## src/rtl/cam_timing_gen.sv

```systemverilog
// cam_timing_gen: OV7670-style camera source producing vsync/href/data on pclk
// for cam_read. Frames are QVGA RGB565, two bytes per pixel, high byte first.
// Optional feature: define CAM_TPG_LFSR_EN to turn pattern 3 into a 16-bit
// Fibonacci LFSR stream; without it pattern 3 repeats the counter pattern.
module cam_timing_gen #(
  parameter int H_ACTIVE = 640,
  parameter int H_BLANK  = 119,
  parameter int LINES    = 240,
  parameter int V_SYNC   = 4704,
  parameter int V_BACK   = 26656,
  parameter int V_FRONT  = 0
) (
  input  logic        pclk,
  input  logic        rst,
  input  logic        enable,
  input  logic [1:0]  pattern_sel,
  output logic        vsync,
  output logic        href,
  output logic [7:0]  data,
  output logic        frame_done,
  output logic [15:0] frame_cnt,
  output logic        busy
);

  // One shared timer covers every blanking phase, so size it for the longest.
  localparam int T_MAX_A = (V_SYNC > V_BACK) ? V_SYNC : V_BACK;
  localparam int T_MAX_B = (H_BLANK > V_FRONT) ? H_BLANK : V_FRONT;
  localparam int T_MAX   = (T_MAX_A > T_MAX_B) ? T_MAX_A : T_MAX_B;
  localparam int TW      = (T_MAX > 1) ? $clog2(T_MAX) : 1;
  localparam int BW      = $clog2(H_ACTIVE);
  localparam int LW      = (LINES > 1) ? $clog2(LINES) : 1;
  localparam int BAR_W   = H_ACTIVE / 8;
  localparam int PW      = $clog2(BAR_W);

  localparam logic [TW-1:0] VS_LAST   = TW'(V_SYNC - 1);
  localparam logic [TW-1:0] VB_LAST   = TW'(V_BACK - 1);
  localparam logic [TW-1:0] HB_LAST   = TW'(H_BLANK - 1);
  localparam logic [TW-1:0] VF_LAST   = TW'((V_FRONT > 0) ? (V_FRONT - 1) : 0);
  localparam logic [BW-1:0] BYTE_LAST = BW'(H_ACTIVE - 1);
  localparam logic [LW-1:0] LINE_LAST = LW'(LINES - 1);
  localparam logic [PW-1:0] BAR_LAST  = PW'(BAR_W - 1);

  typedef enum logic [2:0] {
    ST_IDLE,
    ST_VSYNC,
    ST_VBACK,
    ST_ACTIVE,
    ST_HBLANK,
    ST_VFRONT
  } state_t;

  state_t          state;
  state_t          state_next;
  logic [TW-1:0]   tmr;
  logic [BW-1:0]   byte_cnt;
  logic [LW-1:0]   line_cnt;
  logic [PW-1:0]   bar_pos;
  logic [2:0]      bar_idx;
  logic [1:0]      patt;
  logic            vsync_entry;
  logic            last_line_end;
  logic [15:0]     bar_rgb;
  logic [7:0]      cnt_byte;
  logic [7:0]      pix;

`ifdef CAM_TPG_LFSR_EN
  logic [15:0]     lfsr;
  logic            lfsr_fb;
`endif

  // RGB565 value of each of the eight vertical colour bars, left to right.
  function automatic logic [15:0] bar_colour(input logic [2:0] idx);
    case (idx)
      3'd0:    bar_colour = 16'hFFFF;
      3'd1:    bar_colour = 16'hFFE0;
      3'd2:    bar_colour = 16'h07FF;
      3'd3:    bar_colour = 16'h07E0;
      3'd4:    bar_colour = 16'hF81F;
      3'd5:    bar_colour = 16'hF800;
      3'd6:    bar_colour = 16'h001F;
      default: bar_colour = 16'h0000;
    endcase
  endfunction

  // State register; frames always run to completion once started.
  always_ff @(posedge pclk or negedge rst) begin
    if (!rst) state <= ST_IDLE;
    else      state <= state_next;
  end

  // Next-state logic plus the frame-level strobes derived from it.
  always_comb begin
    state_next    = state;
    vsync_entry   = 1'b0;
    last_line_end = 1'b0;
    case (state)
      ST_IDLE:   if (enable) state_next = ST_VSYNC;
      ST_VSYNC:  if (tmr == VS_LAST) state_next = ST_VBACK;
      ST_VBACK:  if (tmr == VB_LAST) state_next = ST_ACTIVE;
      ST_ACTIVE: if (byte_cnt == BYTE_LAST) state_next = ST_HBLANK;
      ST_HBLANK: begin
        if (tmr == HB_LAST) begin
          if (line_cnt != LINE_LAST)  state_next = ST_ACTIVE;
          else if (V_FRONT != 0)      state_next = ST_VFRONT;
          else if (enable)            state_next = ST_VSYNC;
          else                        state_next = ST_IDLE;
        end
      end
      ST_VFRONT: begin
        if (tmr == VF_LAST) state_next = enable ? ST_VSYNC : ST_IDLE;
      end
      default:   state_next = ST_IDLE;
    endcase
    vsync_entry   = (state_next == ST_VSYNC) && (state != ST_VSYNC);
    last_line_end = (state == ST_HBLANK) && (tmr == '0) && (line_cnt == LINE_LAST);
  end

  // Phase timer restarts on every state change and idles in IDLE/ACTIVE.
  always_ff @(posedge pclk or negedge rst) begin
    if (!rst) begin
      tmr <= '0;
    end else if ((state_next != state) || (state == ST_IDLE) || (state == ST_ACTIVE)) begin
      tmr <= '0;
    end else begin
      tmr <= tmr + TW'(1);
    end
  end

  // Byte position and colour-bar position within the active line.
  always_ff @(posedge pclk or negedge rst) begin
    if (!rst) begin
      byte_cnt <= '0;
      bar_pos  <= '0;
      bar_idx  <= 3'd0;
    end else if ((state == ST_ACTIVE) && (byte_cnt != BYTE_LAST)) begin
      byte_cnt <= byte_cnt + BW'(1);
      if (bar_pos == BAR_LAST) begin
        bar_pos <= '0;
        bar_idx <= bar_idx + 3'd1;
      end else begin
        bar_pos <= bar_pos + PW'(1);
      end
    end else begin
      byte_cnt <= '0;
      bar_pos  <= '0;
      bar_idx  <= 3'd0;
    end
  end

  // Line counter and per-frame pattern latch, both refreshed at VSYNC entry.
  always_ff @(posedge pclk or negedge rst) begin
    if (!rst) begin
      line_cnt <= '0;
      patt     <= 2'd0;
    end else if (vsync_entry) begin
      line_cnt <= '0;
      patt     <= pattern_sel;
    end else if ((state == ST_HBLANK) && (tmr == HB_LAST) && (line_cnt != LINE_LAST)) begin
      line_cnt <= line_cnt + LW'(1);
    end
  end

`ifdef CAM_TPG_LFSR_EN
  assign lfsr_fb = lfsr[0] ^ lfsr[2] ^ lfsr[3] ^ lfsr[5];

  // LFSR reseeds each frame and steps once per emitted byte.
  always_ff @(posedge pclk or negedge rst) begin
    if (!rst)                    lfsr <= 16'hACE1;
    else if (vsync_entry)        lfsr <= 16'hACE1;
    else if (state == ST_ACTIVE) lfsr <= {lfsr_fb, lfsr[15:1]};
  end
`endif

  // Pattern byte for the current position, selected by the latched pattern.
  always_comb begin
    bar_rgb  = bar_colour(bar_idx);
    cnt_byte = 8'(byte_cnt) + 8'(line_cnt);
    pix      = 8'hAA;
    case (patt)
      2'd0: pix = 8'hAA;
      2'd1: pix = cnt_byte;
      2'd2: pix = byte_cnt[0] ? bar_rgb[7:0] : bar_rgb[15:8];
      2'd3: begin
`ifdef CAM_TPG_LFSR_EN
        pix = lfsr[7:0];
`else
        pix = cnt_byte;
`endif
      end
    endcase
  end

  // Registered outputs, one cycle behind the state they describe.
  always_ff @(posedge pclk or negedge rst) begin
    if (!rst) begin
      vsync      <= 1'b0;
      href       <= 1'b0;
      data       <= 8'h00;
      frame_done <= 1'b0;
      frame_cnt  <= 16'd0;
      busy       <= 1'b0;
    end else begin
      vsync      <= (state == ST_VSYNC);
      href       <= (state == ST_ACTIVE);
      data       <= (state == ST_ACTIVE) ? pix : 8'h00;
      frame_done <= last_line_end;
      busy       <= (state != ST_IDLE);
      if (last_line_end) frame_cnt <= frame_cnt + 16'd1;
    end
  end

endmodule

```

## config.mk

```make
export PLATFORM = sky130hd
export DESIGN_NAME = cam_timing_gen
export DESIGN_NICKNAME = d
export VERILOG_FILES = /design/src/rtl/cam_timing_gen.sv
export SDC_FILE = /design/constraint.sdc
export NUM_CORES = 1
export LEC_CHECK = 0
export ABC_AREA = 1
export BUFFER_PORTS_ARGS = -buffer_cell sky130_fd_sc_hd__buf_2
export CORE_MARGIN = 1
export CORE_UTILIZATION = 61
export DETAILED_ROUTE_END_ITERATION = 16
export PLACE_DENSITY = 0.81
export SLEW_MARGIN = 5
export SYNTH_ARGS = -nofsm -noshare
export SYNTH_HDL_FRONTEND = slang
export SYNTH_SLANG_ARGS = --single-unit
```

## constraint.sdc

```tcl
create_clock -name pclk -period 2.5 [get_ports pclk]
set_clock_uncertainty 0.1 [all_clocks]
set_input_delay 0.5 -clock pclk [delete_from_list [all_inputs] [get_ports pclk]]
set_output_delay 0.5 -clock pclk [all_outputs]
set_load 0.005 [all_outputs]
```

==> reports/metrics.cfg <==
[die]
dieHeight_um = 87.3
rows = 30
initial_core_util = 0.643
ios = 33
core_area_mm2 = 0.00691
die_w_um = 87.3
die_area_mm2 = 0.00762

[logic_synthesis]
ys_ff_latch = 76
async_flop_share = 1.00
synth_area_mm2 = 0.00444
yosysWarnings = 0
ys.flop_type = dfrtp_1
synth_cell_type_count = 39
synth.area.top_cells = dfrtp_1 (43%), nand2_1 (10%), nor2_1 (5.6%)
synth_edf_count = 0
netlist.top_cell.by_area = dfrtp_1
yosysTopAreaCellShare = 0.428
synth_area_per_cell_um2 = 8.09
syn_inst = 549
yosysSeqAreaShare = 0.428
synth.net_count = 574

[detailed_routing]
via_per_inst = 5.41
dr.pass1.iters = 5
routed_wl_um = 9470
wire_per_inst_um = 13.7
drt_iter0_drc = 270
antenna_left = 0
drc = 0
vias = 3737

[critical_path]
start_kind = register
critical_path_required_ps = 2660
critPathSlowestCell = dfrtp_1
cp-end-kind = register
reg2reg_depth = 11
reg2reg_to = tmr[14]
path_class = reg -> reg
critPathMaxStageDelay_ps = 470
crit_fanout = 15
ff2ff_setup_slack_ps = 210
path_cells = ha_1, nand2_1, nor2_2, nand3_1, nand2_2, nand2_1, nor2_4, nand3_4, nand2_2, nand2_4, nor3_1
crit_arrival_ps = 2450
r2r-start = byte_cnt[0]

[grt]
grt_pass1_vias = 3524
grt_max_degree = 42
met2_usage = 0.425
grt_pass1_wl_um = 15800
grt_usage = 0.271
met1_usage = 0.375
antenna_found_initial = 0
overflow = 0
met3_usage = 0.0682
grt_most_used_layer = met2

[power_and_ir_drop]
ir_worst_vdd_mv = 0.319
cellLeakagePower_uw = 0.00239
p_per_area_mw_per_mm2 = 490

[cts]
h-tree-depth = 3
cts_buffer_depth = 2
clk_pin_slew_ps = 80
clk_latency_ps = 360
cts_root_buf = clkbuf_8
clkSinkCount = 76
cts_tree = built
tritoncts.num_buffers = 9
cts_setup_buffers = 0

[sta]
rsz0062_at_grt = no
finalHoldViolCount = 0
timing.fmax_ghz = 0.436
fin_crit_ps = 2290
tns_ps = 0
maxSlewViolCount = 0
fin_hold_ws_ps = 302
setup_viol = 0
tightest_slew_ps = 461
min_period_over_period = 0.917
final.setup.worst_slack_ps = 207
slew_headroom = 0.693

[flow_run]
drv_cap = 0

[hold_path]
min_path_type = in -> reg
hold_start = pattern_sel[0]
hold_end = patt[0]
holdPathStages = 3

[final_layout]
final_core_util = 0.720
syn_to_final_growth_pct = 11.9
diodes = 0
num-fill-cells = 580
drive_gt1_frac = 0.158
seq_area_mm2 = 0.00190
multi_input_area_mm2 = 0.00224
final_nets = 615

[placement]
dp_hpwl_um = 6890
place.gp.congestion = 0.887
pre_cts_ws_ps = 218
port_buffers = 32

[outcome]
run_status = completed

[worst max path at each step]
stage	to	depth (start not counted)	start
after floorplan	tmr[9]	10	byte_cnt[0]
after global placement	tmr[3]	10	byte_cnt[0]
after detailed placement	tmr[14]	11	byte_cnt[0]
after CTS	tmr[14]	11	byte_cnt[0]
after global routing	tmr[14]	9	byte_cnt[0]
final	tmr[14]	11	byte_cnt[0]
[cell usage in the layout, fill, tap and decap left out, types with 4 or more instances in the layout]
master / n
a21oi_1: 21
ha_1: 19
nand4_1: 13
nand2_1: 121
dfrtp_1: 76
nor3_2: 13
nor2_1: 66
nand3_1: 39
nor3_1: 18
inv_1: 63
nor4_1: 6
xor2_1: 14
nand2_2: 4
buf_2: 31
nor2_2: 9
clkbuf_8: 10
xnor2_1: 11
o21ai_0: 16
inv_2: 6
[metal layers]
| layer | up-vias | wire [um] |
|---|---|---|
| met4 | 0 | 107 |
| met1 | 1769 | 4460 |
| li1 | 1865 | - |
| met2 | 92 | 4420 |
| met5 | - | 0 |
| met3 | 11 | 479 |
[what timing repair did]
action / 4_1_cts / 5_1_grt
endpoints found under the hold margin: 10 / 0
hold buffers: 1 / 0
setup endpoints to repair: 0 / 0
gates resized for setup: 0 / 0
[area by class of cell]
cell class,instances,share of cell area
Multi-Input combinational cell,398,0.450
Sequential cell,76,0.383
Inverter,70,0.0529
Timing Repair Buffer,35,0.0403
Clock buffer,11,0.0284
Tap cell,96,0.0242
Clock inverter,5,0.0216
[registers in the layout, summed over array words and instances, names as in the netlist]
register,cells
byte_cnt,10
tmr,15
vsync,1
busy,1
data,8
state,3
frame_cnt,16
frame_done,1
href,1
bar_pos,7
bar_idx,3
patt,2
line_cnt,8
[logic make-up after synthesis]
logic type / after synthesis / synth area share
simple gates: 307 / 0.340
flops: 76 / 0.428
buf+inv: 75 / 0.0679
compound gates: 46 / 0.0561
xor+xnor: 25 / 0.0493
fa+ha+maj: 20 / 0.0580
[worst max-delay path, delay by kind of cell, from the launching register on]
family	cells	cell delay [ps]
and+or+nand+nor	10	1380
DFF	1	470
adders and majority gates	1	240
[metrics by stage]
step,cell area [um2],total power [uW],cells
after floorplan,4440,1250,549
after global placement,4710,1290,674
after detailed placement,4710,1290,674
after CTS,4970,2450,691
after global routing,4970,2490,691
final,4970,2440,691
[synthesized netlist by cell type, types with 2 or more instances]
cell       n
nand4_1   13
o21ai_1    2
nand3_1   39
xnor2_1   11
ha_1      19
nor4_1     6
nor3_4     3
nor2_2     9
nor3_1    18
nor2_4     2
buf_6      2
nor2_1    66
inv_2      6
inv_1     63
nand3_2    2
a21oi_1   21
nand2_2    4
and3_1     2
o21ai_0   16
nand2_1  121
nor3b_1    3
a31oi_1    3
dfrtp_1   76
o21ai_2    2
xor2_1    14
nor3_2    13
[power by group]
part | total [uW] | internal [uW] | leakage [uW] | switching [uW]
logic | 32.8 | 6.94 | 0.00127 | 25.8
registers | 1230 | 1230 | 0.00100 | 0
clock network | 1180 | 696 | 0.000124 | 481
total | 2440 | 1930 | 0.00239 | 507
Note: power is estimated with default switching activity, not from simulation.
